==> src/rtl/seg7_pkg.sv <==
// Shared glyph table and decode rules for the seven-segment scan driver.
// Latency: none (constants and pure functions only).
// Backpressure: not applicable.
// Segment vectors are ordered {a,b,c,d,e,f,g}, bit 6 = a, active-high.
package seg7_pkg;

    localparam logic [6:0] SEG_0     = 7'b1111110;
    localparam logic [6:0] SEG_1     = 7'b0110000;
    localparam logic [6:0] SEG_2     = 7'b1101101;
    localparam logic [6:0] SEG_3     = 7'b1111001;
    localparam logic [6:0] SEG_4     = 7'b0110011;
    localparam logic [6:0] SEG_5     = 7'b1011011;
    localparam logic [6:0] SEG_6     = 7'b1011111;
    localparam logic [6:0] SEG_7     = 7'b1110000;
    localparam logic [6:0] SEG_8     = 7'b1111111;
    localparam logic [6:0] SEG_9     = 7'b1111011;
    localparam logic [6:0] SEG_A     = 7'b1110111;
    localparam logic [6:0] SEG_B     = 7'b0011111;
    localparam logic [6:0] SEG_C     = 7'b1001110;
    localparam logic [6:0] SEG_D     = 7'b0111101;
    localparam logic [6:0] SEG_E     = 7'b1001111;
    localparam logic [6:0] SEG_F     = 7'b1000111;
    localparam logic [6:0] SEG_DASH  = 7'b0000001;
    localparam logic [6:0] SEG_BLANK = 7'b0000000;

    // Scan index width for a given digit count: IDX_W = $clog2(DIGITS).
    function automatic int idx_width(input int n);
        return (n > 1) ? $clog2(n) : 1;
    endfunction

    // Nibble to glyph; in BCD mode the six non-decimal codes show a dash.
    function automatic logic [6:0] seg_decode(input logic [3:0] v, input logic hex_en);
        logic [6:0] s;
        case (v)
            4'h0:    s = SEG_0;
            4'h1:    s = SEG_1;
            4'h2:    s = SEG_2;
            4'h3:    s = SEG_3;
            4'h4:    s = SEG_4;
            4'h5:    s = SEG_5;
            4'h6:    s = SEG_6;
            4'h7:    s = SEG_7;
            4'h8:    s = SEG_8;
            4'h9:    s = SEG_9;
            4'hA:    s = SEG_A;
            4'hB:    s = SEG_B;
            4'hC:    s = SEG_C;
            4'hD:    s = SEG_D;
            4'hE:    s = SEG_E;
            default: s = SEG_F;
        endcase
        if (v > 4'd9 && !hex_en) s = SEG_DASH;
        return s;
    endfunction

endpackage

==> src/rtl/seg7_decode.sv <==
// Combinational nibble-to-glyph decoder (BCD or hex).
// Latency: 0 cycles. Backpressure: none.
// Ports: nibble (4b value), hex_en (1 = hex glyphs, 0 = dash for 10-15), seg (active-high {a..g}).
module seg7_decode
    import seg7_pkg::*;
(
    input  logic [3:0] nibble,
    input  logic       hex_en,
    output logic [6:0] seg
);

    assign seg = seg_decode(nibble, hex_en);

endmodule

==> src/rtl/seg7_scan_driver.sv <==
// Multiplexed N-digit seven-segment scanner with frame-synchronous (tear-free) value update.
// Latency: pins are registered, one cycle behind the scan index; loads show from the next frame.
// Backpressure: none; load is always accepted, the last load in a frame wins.
// Ports: clk, clrn (async active-low), digits_in (nibble i = digit i, digit 0 rightmost), load,
//        hex_en, lzb_en (leading-zero blanking), seg {a..g}, an (one-hot digit enable), frame_tick.
// Build option: define SEG7_DEADTIME_EN to blank an during the first cycle of every slot (DIV>=2).
module seg7_scan_driver
    import seg7_pkg::*;
#(
    parameter int DIGITS         = 4,
    parameter int DIV            = 4,
    parameter bit SEG_ACTIVE_LOW = 1'b0,
    parameter bit AN_ACTIVE_LOW  = 1'b0
) (
    input  logic                  clk,
    input  logic                  clrn,
    input  logic [4*DIGITS-1:0]   digits_in,
    input  logic                  load,
    input  logic                  hex_en,
    input  logic                  lzb_en,
    output logic [6:0]            seg,
    output logic [DIGITS-1:0]     an,
    output logic                  frame_tick
);

    localparam int IDX_W = idx_width(DIGITS);
    localparam int PRE_W = (DIV > 1) ? $clog2(DIV) : 1;
    localparam logic [PRE_W-1:0]  PRE_LAST = PRE_W'(DIV - 1);
    localparam logic [IDX_W-1:0]  IDX_LAST = IDX_W'(DIGITS - 1);
    // XOR masks: inactive level of each pin group, also used to flip polarity.
    localparam logic [6:0]        SEG_POL  = {7{SEG_ACTIVE_LOW}};
    localparam logic [DIGITS-1:0] AN_POL   = {DIGITS{AN_ACTIVE_LOW}};

    if (DIGITS < 2 || DIGITS > 8) begin : g_bad_digits
        $error("seg7_scan_driver: DIGITS must be 2..8");
    end
    if (DIV < 1 || DIV > 65535) begin : g_bad_div
        $error("seg7_scan_driver: DIV must be 1..65535");
    end
`ifdef SEG7_DEADTIME_EN
    if (DIV < 2) begin : g_bad_deadtime
        $error("seg7_scan_driver: SEG7_DEADTIME_EN needs DIV >= 2");
    end
`endif

    logic [PRE_W-1:0]    presc;
    logic [IDX_W-1:0]    idx;
    logic                pending;
    logic [4*DIGITS-1:0] staging;
    logic [4*DIGITS-1:0] display;
    logic                slot_end;
    logic                wrap;
    logic [3:0]          nibble;
    logic                lead_zero;
    logic                blank;
    logic [DIGITS-1:0]   an_sel;
    logic [DIGITS-1:0]   an_next;
    logic [6:0]          glyph;

    assign slot_end = (presc == PRE_LAST);
    assign wrap     = slot_end && (idx == IDX_LAST);

    // Prescaler and scan index.
    always_ff @(posedge clk or negedge clrn) begin
        if (!clrn) begin
            presc <= '0;
            idx   <= '0;
        end else if (slot_end) begin
            presc <= '0;
            idx   <= (idx == IDX_LAST) ? '0 : idx + 1'b1;
        end else begin
            presc <= presc + 1'b1;
        end
    end

    // Staging and display registers; display only changes on the wrap so a frame never tears.
    always_ff @(posedge clk or negedge clrn) begin
        if (!clrn) begin
            pending <= 1'b0;
            staging <= '0;
            display <= '0;
        end else begin
            if (load) staging <= digits_in;
            if (wrap) begin
                pending <= 1'b0;
                if (load)         display <= digits_in;
                else if (pending) display <= staging;
            end else if (load) begin
                pending <= 1'b1;
            end
        end
    end

    // Digit select and leading-zero detection. Walking from the top digit down,
    // lead_zero holds "digits DIGITS-1..i are all zero" when digit i is visited.
    always_comb begin
        nibble    = 4'h0;
        lead_zero = 1'b1;
        blank     = 1'b0;
        an_sel    = '0;
        for (int i = DIGITS - 1; i >= 0; i--) begin
            if (display[4*i +: 4] != 4'h0) lead_zero = 1'b0;
            if (idx == IDX_W'(i)) begin
                nibble    = display[4*i +: 4];
                an_sel[i] = 1'b1;
                blank     = lzb_en && (i != 0) && lead_zero;
            end
        end
    end

`ifdef SEG7_DEADTIME_EN
    // Anode off for the first count of each slot while seg settles on the new digit.
    assign an_next = (presc == '0) ? '0 : an_sel;
`else
    assign an_next = an_sel;
`endif

    seg7_decode u_decode (
        .nibble (nibble),
        .hex_en (hex_en),
        .seg    (glyph)
    );

    always_ff @(posedge clk or negedge clrn) begin
        if (!clrn) begin
            seg        <= SEG_POL;
            an         <= AN_POL;
            frame_tick <= 1'b0;
        end else begin
            seg        <= (blank ? SEG_BLANK : glyph) ^ SEG_POL;
            an         <= an_next ^ AN_POL;
            frame_tick <= wrap;
        end
    end

endmodule

==> config.mk <==
export PLATFORM = sky130hd
export DESIGN_NAME = seg7_scan_driver
export DESIGN_NICKNAME = d
export VERILOG_FILES = /design/src/rtl/seg7_pkg.sv /design/src/rtl/seg7_decode.sv /design/src/rtl/seg7_scan_driver.sv
export SDC_FILE = /design/constraint.sdc
export NUM_CORES = 1
export LEC_CHECK = 0
export CAP_MARGIN = 20
export CELL_PAD_IN_SITES_DETAIL_PLACEMENT = 2
export CELL_PAD_IN_SITES_GLOBAL_PLACEMENT = 2
export CORE_UTILIZATION = 39
export CTS_CLUSTER_SIZE = 10
export DETAILED_ROUTE_END_ITERATION = 16
export GPL_TIMING_DRIVEN = 0
export HOLD_SLACK_MARGIN = 0.03
export PLACE_DENSITY = 0.93
export SLEW_MARGIN = 15
export SYNTH_ARGS = -nofsm -noshare
export SYNTH_HDL_FRONTEND = slang
export SYNTH_SLANG_ARGS = --single-unit
==> constraint.sdc <==
create_clock -name clk -period 4.85 [get_ports clk]
set_input_delay 0.485 -clock clk [delete_from_list [all_inputs] [get_ports clk]]
set_output_delay 0.485 -clock clk [all_outputs]
set_load 0.005 [all_outputs]
==> results.md, run 1 <==
- Seq cells post-synth: 49
- Routed Antenna Nets: 0
- DRC viols: 0
- CTS Buf Count: 5
- Dpl cell area: 2700 µm²
- Final wirelength: 5750 µm
- Startpoint types: register
- Clk_skew: 0.00904 ns
- Number of synthesized flops with an enable pin: 0
- Period utilization: 0.593
- Crit path time final: 2.88 ns
- Slew Limit Fails: 0
- Commonest non-fill, non-tap cell in the layout: dfrtp_1
- First-pass GRT wire length: 9720 µm
- Pwr Density: 326 nW/µm²
- Sequential power share: 0.508
- Die Width: 78.5 µm
- Slew HR: 0.579
- Worst Hold Class: primary input to asynchronous set/reset pin
- Initial DRC count: 46
- Clock Pin Slew Worst Setup and Hold Paths: 0.10 ns
- Vias in the first global route: 1800
- Nets: 251
- Max VDD drop: 0.168 mV
- Antenna cells: 0
- CP required: 5.06 ns
- Total GRT Usage: 0.215
- Design Area, Final: 2810 µm²
- Async S/R FF share, synth: 1.00
- Mapped Nets: 212
- CTS tree: done
- Vias per Instance: 5.33
- Mean post-synth cell area: 12.7 µm²
- Number of max-cap violations: 0
- Post-CTS Setup Inserts: 0
- Clock latency on the worst-skew pair: 0.32 ns
- Row count: 27
- DRT Pass-1 Iters: 4
- I/O Buffers: 31
- GPL Wtd Cong: 0.801
- Logic gate share of total power: 0.158
- Share of cells above drive strength 1: 0.255
- Depth of the CTS H-tree: 2
- Num Clock Sinks: 49
- Final Hold Viols: 0
- Peak Freq: 348 MHz
- Top cells by area, synth: dfrtp_1 54%, mux2_2 15%, ha_1 6.0%, a211oi_1 1.6%, o21ai_0 1.5%
- Grt total ovfl: 0
- Worst setup EP type: register
- Switching Power: 236 µW
- Most frequent cells in the layout: 49 x dfrtp_1, 31 x mux2_2, 30 x clkdlybuf4s50_1, 11 x ha_1, 9 x inv_1
- Worst-path fanout max: 8
- Clock share of power: 0.333
- DR vias: 1555
- Largest net degree at the start of global routing: 35
- Final TNS setup: 0 ns
- WL per Instance: 19.7 µm
- CTS resizes: 0
- Final core utilization: 0.505
- Detailed Place HPWL: 4040 µm
- Top_reg_cell synth: dfrtp_1
- Hold-fix buffers, CTS: 0
- IO Count: 33
- Mapped cell area: 2280 µm²
- Synth Warn #: 0
- Biggest area consumer among synthesized cells: dfrtp_1
- Hold Slack: 0.0787 ns
- Initial antenna violation count: 0
- DIE AREA: 6170 µm²
- RSZ-0062 raised after global routing: no
- Static Leak: 0.00119 µW
- Clk buf depth: 2
- Synth-to-Final Area Change: 23.1%
- Cell variety after synth: 37
- Share of the yosys chip area belonging to registers: 0.537
- Net Sw Frac: 0.257
- Area of the core: 5570 µm²
- Final setup violation count: 0
- Synth top area share: 0.537
- Internal power: 681 µW
- Chip height: 78.5 µm
- Cells after Synth: 180
- Worst Tran Pin Value: 0.632 ns
- Root Buffer: clkbuf_8
- Crit Path Category: register to register
- Critical path arrival: 3.08 ns
- Initial core utilization: 0.410
- Status: complete, no violations
through the flow:
step                      cells  total power (µW)  worst slack (ns)
after global placement      283               606              1.97
after global routing        292               956              1.80
after floorplan             180               545              2.53
after CTS                   292               924              1.99
final                       292               916              1.97
after detailed placement    284               619              2.05
layout make-up:
type,count,area [µm²]
inverter,9,33.8
multi-input combinational,116,976
tap,72,90.1
sequential,49,1230
fill,545,2760
buffer,6,48.8
timing repair buffer,32,325
clock buffer,5,68.8
clock inverter,3,43.8
cell usage after synthesis, types with 2 or more instances:
master,count
nand2b_1,2
a311oi_1,2
inv_1,9
nand2_1,8
nor2_1,8
mux2_2,31
a21oi_1,4
ha_1,11
nor4_1,3
nor3_1,5
buf_2,3
buf_6,3
nand3_1,5
dfrtp_1,49
o211ai_1,4
a211oi_1,5
o21ai_0,7
nand3b_1,2
worst max-delay path: stages, from the launching register on:
cell and delay (ns):
dfrtp_1 0.41, inv_1 0.12, ha_1 0.45, nand2b_4 0.13, o211ai_1 0.53, inv_1 0.19, ha_1 0.32, o22ai_1 0.17
a21o_1 0.25, o21ba_2 0.20
routing by layer:
metal	vias to the layer above	wire (µm)	global-route usage
met5	-	0	0
met1	796	2370	0.242
li1	724	-	-
met4	0	101	0.0796
met3	7	129	0.0419
met2	28	3150	0.397
registers in the layout, summed over array words and instances (netlist names):
| signal | cells |
|---|---|
| display | 16 |
| staging | 16 |
| presc | 2 |
| pending | 1 |
| idx | 2 |
| seg | 7 |
| an | 4 |
| frame_tick | 1 |
power groups by stage:
stage | registers (µW) | logic (µW) | clock network [µW]
after global routing | 470 | 160 | 326
after floorplan | 469 | 76.0 | 0
after detailed placement | 474 | 145 | 0
after global placement | 470 | 135 | 0
final | 466 | 145 | 305
after CTS | 467 | 148 | 310
path summary, 6_finish.rpt:
path | startpoint | to | slack, ns | cells past startpoint
setup / recovery | idx[1]$_DFFE_PN0P_ | seg[6]$_DFF_PN0_ | 1.97 | 9
hold / removal | clrn | staging[10]$_DFFE_PN0P_ | 0.08 | 1
setup reg to reg | idx[1]$_DFFE_PN0P_ | seg[6]$_DFF_PN0_ | 1.97 | 9
hold reg to reg | presc[0]$_DFF_PN0_ | presc[0]$_DFF_PN0_ | 0.45 | 1
max in group asynchronous | clrn | seg[0]$_DFF_PN0_ | 4.26 | 2
min in group clk | presc[0]$_DFF_PN0_ | presc[0]$_DFF_PN0_ | 0.45 | 1
cell families (layout without fill, tap and decap cells):
family | after synthesis | count (layout) | synth area share
mux | 32 | 32 | 0.159
buf+inv | 15 | 55 | 0.0361
fa+ha+maj | 11 | 11 | 0.0602
flops | 49 | 49 | 0.537
simple gates | 39 | 39 | 0.0920
compound gates | 34 | 34 | 0.116
Power figures use the tool's default switching activity.
==> inputs of run 2 (changes only) <==
--- a/config.mk
+++ b/config.mk
@@ -8,12 +8,12 @@
 export CAP_MARGIN = 20
 export CELL_PAD_IN_SITES_DETAIL_PLACEMENT = 2
 export CELL_PAD_IN_SITES_GLOBAL_PLACEMENT = 2
-export CORE_UTILIZATION = 39
+export CORE_UTILIZATION = 33
 export CTS_CLUSTER_SIZE = 10
 export DETAILED_ROUTE_END_ITERATION = 16
 export GPL_TIMING_DRIVEN = 0
 export HOLD_SLACK_MARGIN = 0.03
-export PLACE_DENSITY = 0.93
+export PLACE_DENSITY = 0.85
 export SLEW_MARGIN = 15
 export SYNTH_ARGS = -nofsm -noshare
 export SYNTH_HDL_FRONTEND = slang
==> constraint.sdc (replaced) <==
create_clock -name clk -period 2.47 [get_ports clk]
set_input_delay 0.247 -clock clk [delete_from_list [all_inputs] [get_ports clk]]
set_output_delay 0.247 -clock clk [all_outputs]
set_load 0.005 [all_outputs]
==> run 2 against run 1 <==
Compared with the run above:
- utilization shrank 5.9 points
- worst setup slack lost 1.9 ns
- sequential cell count is the same
- die area grew 18%
- combinational power grew 110%
- via count grew 0.90%
- worst hold slack gained 0.35 ns
- sequential share of layout area shrank 1.4 points
- clock skew shrank 0.0047 ns
- routed wire length shrank 12%
- non-clock buffer count grew 6
==> results.md, run 2 (same netlist as run 1, synthesis figures left out) <==
- Period utilization: 0.951 (+0.358)
- Share of cells above drive strength 1: 0.332 (+0.0773)
- Synth-to-Final Area Change: 27.3%
- Commonest non-fill, non-tap cell in the layout: dfrtp_1
- Crit path time final: 2.35 ns (-0.526 ns)
- Total GRT Usage: 0.155 (-0.0603)
- Nets: 257 (+2.4%)
- Static Leak: 0.00122 µW (+2.0%)
- Startpoint types: register
- Slew Limit Fails: 0 (unchanged)
- Initial core utilization: 0.350 (-0.0601)
- Clock latency on the worst-skew pair: 0.31 ns (about the same)
- First-pass GRT wire length: 8600 µm (-11%)
- Crit Path Category: register to register
- Largest net degree at the start of global routing: 31 (-11%)
- Pwr Density: 600 nW/µm² (+84%)
- Final Hold Viols: 0 (unchanged)
- Peak Freq: 426 MHz (+22%)
- Design Area, Final: 2910 µm² (+3.4%)
- Clk_skew: 0.00438 ns (-0.00466 ns)
- Root Buffer: clkbuf_8
- DIE AREA: 7260 µm² (+18%)
- DRT Pass-1 Iters: 4 (unchanged)
- Vias per Instance: 5.18 (-2.8%)
- Num Clock Sinks: 49 (unchanged)
- Antenna cells: 0 (unchanged)
- Worst Tran Pin Value: 0.469 ns (-0.163 ns)
- Final setup violation count: 0 (unchanged)
- Initial antenna violation count: 0 (unchanged)
- CTS tree: done
- I/O Buffers: 31 (unchanged)
- Number of max-cap violations: 0 (unchanged)
- Slew HR: 0.687 (+0.109)
- Die Width: 85.2 µm (+8.5%)
- Grt total ovfl: 0 (unchanged)
- Most frequent cells in the layout: 48 x dfrtp_1, 31 x mux2_2, 30 x clkdlybuf4s50_1, 8 x nand2_1
- Worst setup EP type: register
- DR vias: 1569 (+0.90%)
- CTS Buf Count: 5 (unchanged)
- Depth of the CTS H-tree: 2 (unchanged)
- Clock Pin Slew Worst Setup and Hold Paths: 0.09 ns (about the same)
- Status: complete, no violations
- GPL Wtd Cong: 0.806 (+0.59%)
- Critical path arrival: 2.55 ns (-0.53 ns)
- Chip height: 85.2 µm (+8.5%)
- Clk buf depth: 2 (unchanged)
- Area of the core: 6530 µm² (+17%)
- Initial DRC count: 22 (-52%)
- Fill count: 655 (+20%)
- Detailed Place HPWL: 3710 µm (-8.2%)
- Worst Hold Class: primary input to asynchronous set/reset pin
- CP required: 2.67 ns (-2.39 ns)
- Worst-path fanout max: 9 (+1)
- Dpl cell area: 2710 µm² (+0.23%)
- Max VDD drop: 0.275 mV (+64%)
- DRC viols: 0 (unchanged)
- Routed Antenna Nets: 0 (unchanged)
- Row count: 29 (+7.4%)
- Final wirelength: 5070 µm (-12%)
- Biggest regs: display x16, staging x16, seg x7
- WL per Instance: 16.7 µm (-15%)
- IO Count: 33 (unchanged)
- Vias in the first global route: 1713 (-4.8%)
- Power, Total: 1750 µW (+90%)
[run 2: layout make-up]
class	instances	area, µm²	share of cell area
plain buffers	6	48.8	0.0168
multi-input cells	116	1020	0.352
clock buffers	7	96.3	0.0331
flip-flops and latches	49	1230	0.422
well taps	77	96.3	0.0331
clock inverters	1	8.76	0.00301
repair buffers	38	373	0.128
inverters	9	33.8	0.0116
[run 2: critical path, cell delays in order, from the launching register on]
cell and delay [ns]:
dfrtp_1 0.41, inv_2 0.08, ha_2 0.19, buf_6 0.14, nand2b_4 0.16, o211ai_1 0.26, inv_1 0.13, ha_2 0.24
o22ai_2 0.16, a21o_1 0.28, o21ba_2 0.20
[run 2: stage by stage]
step	hold slack [ns]	instances	util	worst slack, ns	TNS, ns
finish	0.430	303	0.445	0.120	0
global route	0.438	303	0.445	-0.0458	-0.0825
CTS	0.422	302	0.438	0.0338	0
detailed placement	0.229	289	0.414	-0.293	-1.35
global placement	0.414	288	0.412	-0.267	-11.35
floorplan	-0.0486	180	-	0.145	0
[run 2: routing by layer]
metal	part of all wire	track usage
met1	0.45	0.192
met2	0.51	0.262
met3	0.027	0.0360
met4	0.021	0.0586
met5	0	0
[run 2: report_power, final]
group / leakage (µW) / total (µW) / internal (µW) / switching [µW]
Clock: 0.0000549 / 533 / 259 / 274
Combinational: 0.000581 / 302 / 171 / 131
Sequential: 0.000579 / 911 / 876 / 35.3
[run 2: worst paths after layout]
kind	startpoint	to	slack, ns	cells past startpoint
min in group clk	load	staging[6]$_DFFE_PN0P_	0.43	2
max in group asynchronous	clrn	idx[0]$_DFFE_PN0P_	1.52	3
worst min-delay path	clrn	an[2]$_DFF_PN0_	0.43	2
worst max-delay path	idx[1]$_DFFE_PN0P_	seg[6]$_DFF_PN0_	0.12	10
worst max register to register	idx[1]$_DFFE_PN0P_	seg[6]$_DFF_PN0_	0.12	10
worst min register to register	presc[0]$_DFF_PN0_	presc[0]$_DFF_PN0_	0.44	1
[run 2: repair_timing]
action / in CTS / in global routing
gates resized for setup: 3 / 13
hold buffers: 1 / 0
setup buffers: 4 / 1
setup endpoints to repair: 7 / 6
endpoints found under the hold margin: 19 / 0
pin swaps: 2 / 3
